--- config.mk ---
export PLATFORM = sky130hd
export DESIGN_NAME = speaker_arbiter_flat
export DESIGN_NICKNAME = d
export VERILOG_FILES = /design/src/rtl/speaker_arbiter_pkg.sv /design/src/rtl/speaker_arbiter_if.sv /design/src/rtl/speaker_arbiter_prio_pick.sv /design/src/rtl/speaker_arbiter.sv /design/src/flat_wrapper.sv
export SDC_FILE = /design/constraint.sdc
export NUM_CORES = 1
export LEC_CHECK = 0
export ABC_AREA = 1
export BUFFER_PORTS_ARGS = -buffer_cell sky130_fd_sc_hd__buf_2
export CORE_MARGIN = 5
export CORE_UTILIZATION = 45
export DETAILED_ROUTE_END_ITERATION = 6
export GPL_TIMING_DRIVEN = 0
export PLACE_DENSITY_LB_ADDON = 0.25
export SLEW_MARGIN = 5
export SYNTH_ARGS = -nofsm -noshare
export SYNTH_HDL_FRONTEND = slang
export SYNTH_HIERARCHICAL = 1
export SYNTH_SLANG_ARGS = --single-unit
--- constraint.sdc ---
create_clock -name clk -period 1.85 [get_ports clk]
set_input_delay 0.37 -clock clk [delete_from_list [all_inputs] [get_ports clk]]
set_output_delay 0.37 -clock clk [all_outputs]
set_load 0.05 [all_outputs]
--- src/rtl/speaker_arbiter_pkg.sv ---
// Shared state type, source index map and width helpers for the speaker arbiter.
package spk_arb_pkg;

   typedef enum logic [1:0] {IDLE, RING, GAP} arb_state_t;

   localparam int IDX_CD   = 0;
   localparam int IDX_ALR0 = 1;
   localparam int IDX_ALR1 = 2;
   localparam int IDX_ALR2 = 3;
   localparam int IDX_ALR3 = 4;
   localparam int IDX_HOUR = 5;

   // Counter width able to hold 0..max_val; never narrower than one bit.
   function automatic int cnt_width(input int max_val);
      return (max_val > 0) ? $clog2(max_val + 1) : 1;
   endfunction

   function automatic int idx_width(input int n);
      return (n > 1) ? $clog2(n) : 1;
   endfunction

endpackage

--- src/rtl/speaker_arbiter_if.sv ---
// Source-side request/tone bundle and arbiter results shared with the top level.
interface speaker_arbiter_if #(
   parameter int N_REQ = 6
);
   import spk_arb_pkg::*;

   localparam int IW = idx_width(N_REQ);

   logic             tick;
   logic [N_REQ-1:0] req;
   logic [N_REQ-1:0] audio;
   logic             dismiss;
   logic             mute_all;
   logic             speaker;
   logic [N_REQ-1:0] grant;
   logic [IW-1:0]    active_idx;
   logic             busy;
   logic [N_REQ-1:0] muted;

   modport master (
      output tick, req, audio, dismiss, mute_all,
      input  speaker, grant, active_idx, busy, muted
   );

   modport slave (
      input  tick, req, audio, dismiss, mute_all,
      output speaker, grant, active_idx, busy, muted
   );

endinterface

--- src/rtl/speaker_arbiter_prio_pick.sv ---
// Lowest-index-first finder: one-hot of the first set bit, its index and a valid flag.
module prio_pick
   import spk_arb_pkg::*;
#(
   parameter int N  = 6,
   parameter int IW = idx_width(N)
)(
   input  logic [N-1:0]  vec,
   output logic [N-1:0]  onehot,
   output logic [IW-1:0] idx,
   output logic          valid
);

   // Scanning downward lets the lowest set index overwrite any higher one.
   always_comb begin
      onehot = '0;
      idx    = '0;
      valid  = 1'b0;
      for (int i = N - 1; i >= 0; i--) begin
         if (vec[i]) begin
            onehot    = '0;
            onehot[i] = 1'b1;
            idx       = IW'(i);
            valid     = 1'b1;
         end
      end
   end

endmodule

--- src/rtl/speaker_arbiter.sv ---
// Fixed-priority owner of the speaker pin: grants one sound source at a time with
// minimum hold, dismiss, ring timeout and a forced silent gap between owners.
module speaker_arbiter
   import spk_arb_pkg::*;
#(
   parameter int N_REQ    = 6,
   parameter int MIN_HOLD = 2,
   parameter int MAX_RING = 60,
   parameter int GAP_CYC  = 1000
)(
   input logic              clk,
   input logic              rst,
   speaker_arbiter_if.slave bus
);

   localparam int IW = idx_width(N_REQ);
   localparam int RW = cnt_width(MAX_RING);
   localparam int HW = cnt_width(MIN_HOLD);
   localparam int GW = cnt_width(GAP_CYC);

   localparam logic [RW-1:0] RING_SAT  = RW'(MAX_RING);
   localparam logic [RW-1:0] RING_LAST = RW'(MAX_RING - 1);
   localparam logic [HW-1:0] HOLD_SAT  = HW'(MIN_HOLD);
   localparam logic [GW-1:0] GAP_LAST  = GW'(GAP_CYC - 1);

   arb_state_t       state, state_d;
   logic [N_REQ-1:0] grant_q, grant_d;
   logic [N_REQ-1:0] muted_q, muted_d;
   logic [IW-1:0]    idx_q, idx_d;
   logic             speaker_q, speaker_d;
   logic             busy_q, busy_d;
   logic [RW-1:0]    ring_cnt, ring_d;
   logic [HW-1:0]    hold_cnt, hold_d;
   logic [GW-1:0]    gap_cnt, gap_d;

   logic [N_REQ-1:0] eligible, higher_mask;
   logic [N_REQ-1:0] win_oh, next_oh, pre_oh_unused;
   logic [IW-1:0]    win_idx, next_idx, pre_idx_unused;
   logic             win_valid, pre_valid;
   logic             req_held, timeout, set_mute;

   assign eligible = bus.req & ~muted_q;
   assign req_held = |(bus.req & grant_q);
   assign timeout  = bus.tick && (ring_cnt == RING_LAST);

   always_comb begin
      higher_mask = '0;
      for (int i = 0; i < N_REQ; i++) begin
         higher_mask[i] = (IW'(i) < idx_q);
      end
   end

   prio_pick #(.N(N_REQ), .IW(IW)) u_win (
      .vec    (eligible),
      .onehot (win_oh),
      .idx    (win_idx),
      .valid  (win_valid)
   );

   prio_pick #(.N(N_REQ), .IW(IW)) u_pre (
      .vec    (eligible & higher_mask),
      .onehot (pre_oh_unused),
      .idx    (pre_idx_unused),
      .valid  (pre_valid)
   );

   always_ff @(posedge clk or negedge rst) begin
      if (!rst) begin
         state     <= IDLE;
         grant_q   <= '0;
         muted_q   <= '0;
         idx_q     <= '0;
         speaker_q <= 1'b0;
         busy_q    <= 1'b0;
         ring_cnt  <= '0;
         hold_cnt  <= '0;
         gap_cnt   <= '0;
      end else begin
         state     <= state_d;
         grant_q   <= grant_d;
         muted_q   <= muted_d;
         idx_q     <= idx_d;
         speaker_q <= speaker_d;
         busy_q    <= busy_d;
         ring_cnt  <= ring_d;
         hold_cnt  <= hold_d;
         gap_cnt   <= gap_d;
      end
   end

   // RING exits are ranked: request drop, dismiss, timeout, then preemption.
   always_comb begin
      state_d  = state;
      ring_d   = ring_cnt;
      hold_d   = hold_cnt;
      gap_d    = gap_cnt;
      set_mute = 1'b0;
      case (state)
         IDLE: begin
            if (win_valid) begin
               state_d = RING;
               ring_d  = '0;
               hold_d  = '0;
            end
         end
         RING: begin
            if (!req_held) begin
               state_d = GAP;
            end else if (bus.dismiss || timeout) begin
               state_d  = GAP;
               set_mute = 1'b1;
            end else if (pre_valid && (hold_cnt >= HOLD_SAT)) begin
               state_d = GAP;
            end else if (bus.tick) begin
               if (ring_cnt != RING_SAT) ring_d = ring_cnt + 1'b1;
               if (hold_cnt != HOLD_SAT) hold_d = hold_cnt + 1'b1;
            end
            if (state_d == GAP) gap_d = '0;
         end
         GAP: begin
            if (gap_cnt == GAP_LAST) state_d = IDLE;
            else                     gap_d   = gap_cnt + 1'b1;
         end
         default: state_d = IDLE;
      endcase
   end

   // A source only keeps its mute bit while it keeps requesting.
   always_comb begin
      next_oh   = (state == IDLE) ? win_oh  : grant_q;
      next_idx  = (state == IDLE) ? win_idx : idx_q;
      grant_d   = '0;
      idx_d     = '0;
      speaker_d = 1'b0;
      if (state_d == RING) begin
         grant_d   = next_oh;
         idx_d     = next_idx;
         speaker_d = (|(bus.audio & next_oh)) & ~bus.mute_all;
      end
      busy_d  = (state_d != IDLE);
      muted_d = bus.req & (muted_q | (set_mute ? grant_q : '0));
   end

   assign bus.speaker    = speaker_q;
   assign bus.grant      = grant_q;
   assign bus.active_idx = idx_q;
   assign bus.busy       = busy_q;
   assign bus.muted      = muted_q;

endmodule

--- src/flat_wrapper.sv ---
// flat-port wrapper written by rule: the top's interface ports become plain ports
module speaker_arbiter_flat import spk_arb_pkg::*;
#(
   parameter int N_REQ    = 6,
   parameter int MIN_HOLD = 2,
   parameter int MAX_RING = 60,
   parameter int GAP_CYC  = 1000
)
  (clk, rst, bus_tick, bus_req, bus_audio, bus_dismiss, bus_mute_all, bus_speaker, bus_grant, bus_active_idx, bus_busy, bus_muted);
  speaker_arbiter_if #(.N_REQ(N_REQ)) bus_i ();
  input logic clk;
  input logic rst;
  input wire logic [$bits(bus_i.tick)-1:0] bus_tick;
  input wire logic [$bits(bus_i.req)-1:0] bus_req;
  input wire logic [$bits(bus_i.audio)-1:0] bus_audio;
  input wire logic [$bits(bus_i.dismiss)-1:0] bus_dismiss;
  input wire logic [$bits(bus_i.mute_all)-1:0] bus_mute_all;
  output wire logic [$bits(bus_i.speaker)-1:0] bus_speaker;
  output wire logic [$bits(bus_i.grant)-1:0] bus_grant;
  output wire logic [$bits(bus_i.active_idx)-1:0] bus_active_idx;
  output wire logic [$bits(bus_i.busy)-1:0] bus_busy;
  output wire logic [$bits(bus_i.muted)-1:0] bus_muted;
  assign bus_i.tick = bus_tick;
  assign bus_i.req = bus_req;
  assign bus_i.audio = bus_audio;
  assign bus_i.dismiss = bus_dismiss;
  assign bus_i.mute_all = bus_mute_all;
  assign bus_speaker = bus_i.speaker;
  assign bus_grant = bus_i.grant;
  assign bus_active_idx = bus_i.active_idx;
  assign bus_busy = bus_i.busy;
  assign bus_muted = bus_i.muted;
  speaker_arbiter #(.N_REQ(N_REQ), .MIN_HOLD(MIN_HOLD), .MAX_RING(MAX_RING), .GAP_CYC(GAP_CYC)) u_core (.clk(clk), .rst(rst), .bus(bus_i));
endmodule
Word-level counts from Yosys, hierarchy flattened
Index checks and enable logic that the tools add are counted.

storage, ports and cells
  flip-flop bits (word level) = 37
  output and inout bits = 17

cells by class
  $add $sub $neg = 3
  order comparisons = 7
  equality and inequality tests = 18
  mux-type cells = 57
  bitwise gates (word level) = 9
  reduce and logical (&&, ||, !) cells = 12

operators by type and width
  operator                                            number
  two-way mux 6 bit                                   15
  bitwise AND 6 bit                                   5
  two-way mux 2 bit                                   12
  two-way mux 3 bit                                   8
  two-way mux 10 bit                                  2
  one-hot mux 10 bit (2 select lines)                 1
  two-way mux 1 bit                                   16
  AND reduction 7 bit                                 2
  != test 2 bit (second input constant)               6
  one-hot mux 6 bit (2 select lines)                  1
  OR reduction 6 bit                                  2
  adder 10 x 1 -> 10 bit (second input constant)      1
  == test 10 bit (second input constant)              1
  != test 2 x 1 -> 1 bit (second input constant)      5
  adder 6 x 1 -> 6 bit (second input constant)        1
  == test 6 bit (second input constant)               1
  < comparator 1 x 3 -> 1 bit (first input constant)  2
  < comparator 2 x 3 -> 1 bit (first input constant)  2
  < comparator 3 bit (first input constant)           2
  != test 6 bit (second input constant)               1
  NOT 6 bit                                           1
  bitwise OR 6 bit                                    1
  one-hot mux 2 bit (3 select lines)                  1
  nonzero test 2 bit                                  3
  other kinds (11)                                    14

Longest topological paths before layout
Gate-level depths: netlist of the first run.

  depth after elaboration = 17
  depth in mapped cells = 13

Cells and area by module
Netlist of the first run, hierarchy kept.

modules (own cells, without submodules)
  module           instances  cells an instance  area each (um^2)  sequential area each (um^2)
  speaker_arbiter  1          341                2278.4            925.9
  prio_pick        2          23                 103.8             0.0

Worst setup path before layout of the first run
OpenSTA, ideal clock, no wires.

  path kind = register to register
  start point = reg u_core.muted_q[0], in the netlist u_core/bus.muted[0]
  end point = reg u_core.gap_cnt[5]
  setup time = 66 ps
  data arrival time = 1980 ps
  required time = 1784 ps
  slack = -196 ps
  stages on the path, launching flop included = 10
  path buffers = 0
  cell sequence = dfrtp_1 nor2_1 a21boi_0 nor2_2 nand4_1 o21ai_0 nand3_1 o21ai_2 nand3_1 nand2_1

between the ends
  longest elaborated chain between the ends = 12

ends and longest elaborated chain
  element                           RTL line                         text
  from (decl)                       speaker_arbiter.sv:28            logic [N_REQ-1:0] muted_q, muted_d;
  from (signal assigned)            speaker_arbiter.sv:81            muted_q <= muted_d;
  NOT 6 bit                         speaker_arbiter.sv:42            assign eligible = bus.req & ~muted_q;
  bitwise AND 6 bit                 speaker_arbiter.sv:42
  named net u_core.eligible[0]      speaker_arbiter.sv:36            logic [N_REQ-1:0] eligible, higher_mask;
  bitwise AND 6 bit                 speaker_arbiter.sv:61            .vec (eligible & higher_mask),
  two-way mux 1 bit                 speaker_arbiter_prio_pick.sv:20  if (vec[i]) begin
  named net u_core.pre_valid        speaker_arbiter.sv:39            logic win_valid, pre_valid;
  logical AND 1 bit                 speaker_arbiter.sv:112           end else if (pre_valid && (hold_cnt >= HOLD_SAT)) begin
  two-way mux 2 bit                 speaker_arbiter.sv:112
  two-way mux 2 bit                 speaker_arbiter.sv:109           end else if (bus.dismiss || timeout) begin
  two-way mux 2 bit                 speaker_arbiter.sv:107           if (!req_held) begin
  two-way mux 2 bit                 speaker_arbiter.sv:98            case (state)
  == test 2 bit                     speaker_arbiter.sv:118           if (state_d == GAP) gap_d = '0;
  != test 2 x 1 -> 1 bit (no line)  -
  AND reduction 3 bit (no line)     -
  to (signal assigned)              speaker_arbiter.sv:87            gap_cnt <= gap_d;
  to (decl)                         speaker_arbiter.sv:34            logic [GW-1:0] gap_cnt, gap_d;

The timed path passes the listed nets, and every way through them passes these cells. The select of a mux whose other input is x is not followed.
A chain may end at the register's enable or synchronous reset.

Worst setup path in the final report of the first run
  start point = reg u_core.muted_q[0], in the netlist u_core/bus.muted[0]
  end point = reg u_core.busy_q, in the netlist u_core/bus.busy

between the ends
  longest elaborated chain between the ends = 11

ends and longest elaborated chain
  element                             RTL line                         text
  NOT 6 bit                           speaker_arbiter.sv:42
  bitwise AND 6 bit                   speaker_arbiter.sv:42
  named net u_core.eligible[0]        speaker_arbiter.sv:36
  bitwise AND 6 bit                   speaker_arbiter.sv:61
  two-way mux 1 bit                   speaker_arbiter_prio_pick.sv:20
  named net u_core.pre_valid          speaker_arbiter.sv:39
  logical AND 1 bit                   speaker_arbiter.sv:112
  two-way mux 2 bit                   speaker_arbiter.sv:112
  two-way mux 2 bit                   speaker_arbiter.sv:109
  two-way mux 2 bit                   speaker_arbiter.sv:107
  two-way mux 2 bit                   speaker_arbiter.sv:98
  one-hot mux 2 bit (3 select lines)  speaker_arbiter.sv:98
  nonzero test 2 bit                  speaker_arbiter.sv:140           busy_d = (state_d != IDLE);
  named net u_core.busy_d             speaker_arbiter.sv:31            logic busy_q, busy_d;
  to (signal assigned)                speaker_arbiter.sv:84            busy_q <= busy_d;
  to (decl)                           speaker_arbiter.sv:31

The timed path passes the listed nets, and every way through them passes these cells. The select of a mux whose other input is x is not followed.

==> results of run 1 <==
## per-stage QoR
| step | hold slack (ns) | area [sq um] | util, % | power (uW) |
|---|---|---|---|---|
| final | 0.180 | 2830 | 55.0 | 1440 |
| after detailed placement | 0.489 | 2670 | 52.0 | 895 |
| after global placement | 0.484 | 2670 | 52.0 | 894 |
| after CTS | 0.210 | 2790 | 54.2 | 1450 |
| after global routing | 0.250 | 2830 | 55.0 | 1510 |
| after floorplan | 0.0744 | 2420 | - | 853 |
## worst max-delay path by stage
stage                                        start                  to  depth (start not counted)  slack (ns)
after CTS                 u_core/bus.active_idx[1]   u_core/gap_cnt[8]                          9        0.02
after detailed placement                bus_req[2]   u_core/gap_cnt[5]                         13       -0.23
after floorplan                u_core/bus.muted[0]  u_core/ring_cnt[2]                         10        0.04
after global routing             u_core/gap_cnt[0]   u_core/gap_cnt[0]                          8       -0.01
after global placement                  bus_req[2]   u_core/gap_cnt[8]                         13       -0.18
final                          u_core/bus.muted[0]     u_core/bus.busy                         11        0.11
## state kept, by name, summed over array words and instances (netlist names)
signal and cells:
u_core/gap_cnt 10, u_core/bus.grant 6, u_core/bus.muted 6, u_core/ring_cnt 6, u_core/bus.active_idx 3, u_core/hold_cnt 2, u_core/state 2, u_core/bus.busy 1
u_core/bus.speaker 1
## cell usage in the layout (no fill, tap or decap), types with 5 or more instances in the layout
master / count
dfrtp_1: 32
clkbuf_8: 5
a21oi_1: 5
nand4_1: 11
nand2_1: 109
nor2_1: 50
inv_1: 63
o21ai_0: 13
buf_2: 34
nor2_2: 6
dfrtp_2: 5
nand3_1: 37
## power by group through the flow
| stage | clock [uW] | sequential, uW | combinational, uW |
|---|---|---|---|
| 5_1_grt | 617 | 808 | 85.5 |
| 2_1_floorplan | 0 | 824 | 28.7 |
| 3_5_place_dp | 0 | 824 | 71.3 |
| 4_1_cts | 571 | 808 | 73.7 |
| 6_report | 556 | 808 | 74.7 |
| 3_3_place_gp | 0 | 824 | 70.1 |
## critical path: stages (launching register included)
cell and delay (ns):
dfrtp_2 0.42, nor2_2 0.22, a21boi_0 0.26, nor2_2 0.06, nand4_1 0.10, o21ai_2 0.09
inv_1 0.06, nor2_1 0.03, nand3_1 0.08, nand2_1 0.09, nand2_4 0.14, nand2_1 0.07
## final cells by class
cell class / instances / area [sq um] / share of cell area [%]
timing repair buffer: 33 / 165 / 5.84
sequential: 37 / 932 / 33.0
tap: 70 / 87.6 / 3.10
buffer: 2 / 12.5 / 0.442
inverter: 67 / 251 / 8.89
clock inverter: 2 / 10.0 / 0.354
multi-input combinational: 264 / 1300 / 45.8
clock buffer: 6 / 72.6 / 2.57
## metal layers
layer | up-vias | part of all wire (%) | global-route usage, %
li1 | 1229 | - | -
met1 | 1087 | 47 | 20.4
met2 | 56 | 47 | 28.6
met3 | 4 | 5.7 | 4.95
met4 | 0 | 0.70 | 4.46
met5 | - | 0 | 0
## repair_timing
action	4_1_cts	5_1_grt
endpoints found under the setup margin	30	31
gates resized for setup	8	8
cloned	0	1
endpoints found under the hold margin	0	0
pin swaps	1	2
==> summary.txt, run 1 <==
Clock tree
  – Worst skew pair latency: 0.29 ns
  – Num CTS Buffers: 5
  – Clock Sinks: 37
  – Post-CTS setup buffers: 0
  – Clk buf depth: 2
  – CTS H-tree lvls: 2
  – CTS tree: yes
  – Hold_buf cts: 0
  – Root buf cell: clkbuf_8
  – CTS clk-pin slew, worst paths: 0.08 ns

Worst setup path
  – WP data required: 2.02 ns
  – Critical R2R Launch: u_core/bus.muted[0]
  – FF-to-FF End: u_core/bus.busy
  – Critical Path AT: 1.92 ns
  – Flop2flop setup slack: 0.11 ns
  – Startpoint Class: register
  – FF-to-FF path depth: 11
  – Worst setup EP type: register
  – Max FO, Critical Path: 9
  – Critical path class: reg2reg

Worst hold path
  – Worst hold path type: in2async

Final layout
  – # fillers: 518
  – Final net count: 431
  – Area grow syn2layout: 17.5%
  – Antenna Cells: 0
  – Final cell count without fillers: 481
  – Layout cell share with drive strength beyond 1: 17.8%

GRT
  – Total grt overflow: 0
  – Initial antenna violation count: 0
  – Largest net degree at the start of global routing: 38
  – GRT Total Usage: 16.7%
  – Vias in the first global route: 2168
  – First-pass GRT wire length: 9.59 mm

Drt
  – Drt via density: 4.94
  – Routed vias: 2376
  – Final wirelength: 5.70 mm
  – Initial detailed-routing violation count: 125
  – 1st-pass router iterations: 4
  – DRC viols: 0
  – Wire per inst: 11.9 um
  – Final ANT Viol Nets: 0

Pwr
  – Worst VDD drop: 0.000285 V
  – Logic pwr share: 5.2%
  – Pint: 1090 uW
  – Switching power: 345 uW
  – Sw Share: 24.0%
  – Pwr Density: 509 mW/mm^2
  – Clock power frac: 38.6%
  – Sequential share of power: 56.2%
  – Leak: 0.00152 uW

Floorplanning
  – Die W: 83.1 um
  – Rows: 26
  – Initial core utilization: 46.8%
  – Die Y: 83.1 um
  – IO Pins: 34
  – Die Area: 0.00691 sq mm
  – Placeable Area: 0.00514 sq mm

Logic synthesis
  – Mapped Area: 0.00241 sq mm
  – Mean post-synth cell area: 6.52 sq um
  – Post-Syn Instances: 369
  – Syn Nets: 390
  – Yosys warning count: 6

STA
  – Setup Viol. Count Final: 0
  – Slew margin rel.: 44.2%
  – Fin. max-slew vios: 0
  – Fmax: 0.573 GHz
  – Tcrit/Tclk final: 94.3%
  – Worst setup margin: 0.106 ns
  – Final min period: 1.74 ns
  – Setup Skew: 0.00958 ns
  – Worst-Margin Slew: 0.837 ns
  – Fin Setup TNS: 0 ns
  – Hold Violations, Final: 0

Run status
  – Status: complete, no violations

Placed design
  – Placed cells: 472
  – Pre-CTS setup slack: -0.227 ns
  – # port buffers: 33
  – GPL Wtd Cong: 0.862
  – HPWL Detailed: 4.16 mm

Flow run
  – MaxCap Viol Count: 0
Note: power is estimated with default switching activity, not from simulation.
==> run 2: changes to the inputs <==
CORE_UTILIZATION = 41   (was 45)
==> run 2 against run 1 <==
Net effect: first-iteration DRC count decreased by 8.0%; worst setup slack lost 0.028 ns; clock skew is 0.0032 ns lower; clock power is essentially flat; critical path depth is 2 lower; sequential share of layout area decreased by 0.25 points; fmax down 1.6%; final cell count increased by 1.0%; wire length rose by 1.9%; via count shrank 0.17%; flip-flop and latch count stayed put; worst hold slack improved by 0.0016 ns.
==> summary.txt, run 2 (synthesized netlist as in run 1, its figures left out) <==
Worst setup path
  – Flop2flop setup slack: 0.08 ns
  – Worst setup EP type: register
  – Critical Path AT: 1.97 ns
  – WP data required: 2.05 ns
  – Max FO, Critical Path: 8
  – FF-to-FF End: u_core/bus.active_idx[2]
  – Critical path class: reg2reg
  – Startpoint Class: register
  – FF-to-FF path depth: 9
  – Critical R2R Launch: u_core/bus.active_idx[2]

STA
  – Tcrit/Tclk final: 95.8%
  – Final min period: 1.77 ns
  – Setup Skew: 0.00638 ns
  – Worst-Margin Slew: 0.849 ns
  – Fin. max-slew vios: 0
  – Slew margin rel.: 43.4%
  – Fmax: 0.564 GHz
  – Worst setup margin: 0.0780 ns
  – Hold Violations, Final: 0
  – Setup Viol. Count Final: 0
  – Setup repair after global routing missed its margin: yes

Clock tree
  – Post-CTS setup buffers: 0
  – CTS clk-pin slew, worst paths: 0.08 ns
  – Clk buf depth: 2
  – Root buf cell: clkbuf_8
  – CTS H-tree lvls: 2
  – Num CTS Buffers: 5
  – Worst skew pair latency: 0.28 ns
  – CTS tree: yes
  – Clock Sinks: 37

Drt
  – 1st-pass router iterations: 4
  – Routed vias: 2372
  – Drt via density: 4.88
  – Wire per inst: 12.0 um
  – Final wirelength: 5.81 mm
  – DRC viols: 0
  – Initial detailed-routing violation count: 115
  – Final ANT Viol Nets: 0

Placed design
  – HPWL Detailed: 4.23 mm
  – Placed cells: 477
  – # port buffers: 33
  – Pre-CTS setup slack: -0.238 ns
  – GPL Wtd Cong: 0.828

GRT
  – Largest net degree at the start of global routing: 38
  – GRT Total Usage: 16.0%
  – Total grt overflow: 0
  – First-pass GRT wire length: 9.70 mm
  – Initial antenna violation count: 0
  – GR Util met1: 20.5%
  – M3 GR Usage: 3.61%
  – Vias in the first global route: 2181
  – Global route hottest layer: met2
  – Met2 usage: 27.3%

Pwr
  – Worst VDD drop: 0.000314 V
  – Sw Share: 24.0%
  – Logic pwr share: 5.3%
  – Clock power frac: 38.5%
  – Sequential share of power: 56.2%
  – Leak: 0.00151 uW
  – Pint: 1090 uW
  – Pwr Density: 505 mW/mm^2
  – Switching power: 344 uW

Floorplanning
  – Die Y: 86.6 um
  – Placeable Area: 0.00582 sq mm
  – Die Area: 0.00750 sq mm
  – Initial core utilization: 41.4%
  – Die W: 86.6 um
  – Rows: 28
  – IO Pins: 34

Final layout
  – Most common cell after layout, fill and taps aside: nand2_1
  – # fillers: 619
  – Final cell count without fillers: 486
  – Layout cell share with drive strength beyond 1: 18.0%
  – Most frequent cells in the layout: 109 x nand2_1, 63 x inv_1, 49 x nor2_1
  – Number of flip-flops in the largest register: 10
  – Final net count: 431
  – Antenna Cells: 0
  – Top reg by flops: u_core/gap_cnt
  – Area grow syn2layout: 18.4%

Run status
  – Status: complete, no violations

Worst hold path
  – Worst hold path type: in2async

Flow run
  – MaxCap Viol Count: 0
==> run 2: cell counts in the layout (fill, tap and decap cells not counted) <==
No cell type changed its count.
==> run 2: metrics by stage <==
stage | area (sq um) | utilization (%) | total power (uW) | hold WS [ns] | setup TNS, ns
2_1_floorplan | 2420 | - | 853 | 0.0744 | 0
3_3_place_gp | 2680 | 46.1 | 895 | 0.483 | -3.96
3_5_place_dp | 2680 | 46.1 | 896 | 0.492 | -4.98
4_1_cts | 2780 | 47.8 | 1460 | 0.210 | 0
5_1_grt | 2850 | 49.0 | 1510 | 0.251 | -0.942
6_report | 2850 | 49.0 | 1440 | 0.182 | 0
==> run 2: what timing repair did <==
action	in CTS	in global routing
resized for setup	6	14
endpoints found under the hold margin	0	0
pin swaps	1	2
hold buffers	0	0
gates cloned	0	1
setup endpoints to repair	30	31
==> run 2: layout make-up <==
class	count	area (sq um)	area share (%)
well taps	75	93.8	3.29
inverters	67	251	8.83
repair buffers	33	165	5.80
clock buffers	6	72.6	2.55
plain buffers	2	12.5	0.439
flip-flops and latches	37	932	32.7
multi-input cells	264	1310	46.0
clock inverters	2	10.0	0.351
==> run 2: power groups by stage <==
stage                     clock network, uW  logic, uW  registers (uW)
after CTS                               577       73.7             808
final                                   554       76.6             808
after floorplan                           0       28.7             824
after detailed placement                  0       71.9             824
after global placement                    0       70.9             824
after global routing                    612       88.0             808
==> run 2: worst max-delay path: stages, from the launching register on <==
cell and delay, ns:
dfrtp_2 0.44, inv_1 0.11, nor4_1 0.05, nor2_1 0.16, nand4_1 0.18, o21ai_2 0.14
nand3_4 0.17, inv_1 0.14, nand3_4 0.11, o21ai_0 0.18
==> run 2: worst max path at each step <==
| stage | depth (start not counted) | slack, ns | start | endpoint |
|---|---|---|---|---|
| after detailed placement | 13 | -0.24 | bus_req[0] | u_core/bus.busy |
| after CTS | 9 | 0.003 | u_core/bus.active_idx[2] | u_core/gap_cnt[8] |
| after global placement | 14 | -0.19 | bus_req[2] | u_core/bus.busy |
| after floorplan | 10 | 0.04 | u_core/bus.muted[0] | u_core/ring_cnt[2] |
| after global routing | 10 | -0.07 | u_core/bus.active_idx[1] | u_core/ring_cnt[2] |
| final | 9 | 0.08 | u_core/bus.active_idx[2] | u_core/bus.active_idx[2] |
==> run 2: routing by layer <==
metal / vias up / routed length (um)
li1: 1237 / -
met1: 1081 / 2610
met2: 48 / 2870
met3: 6 / 284
met4: 0 / 48
met5: - / 0
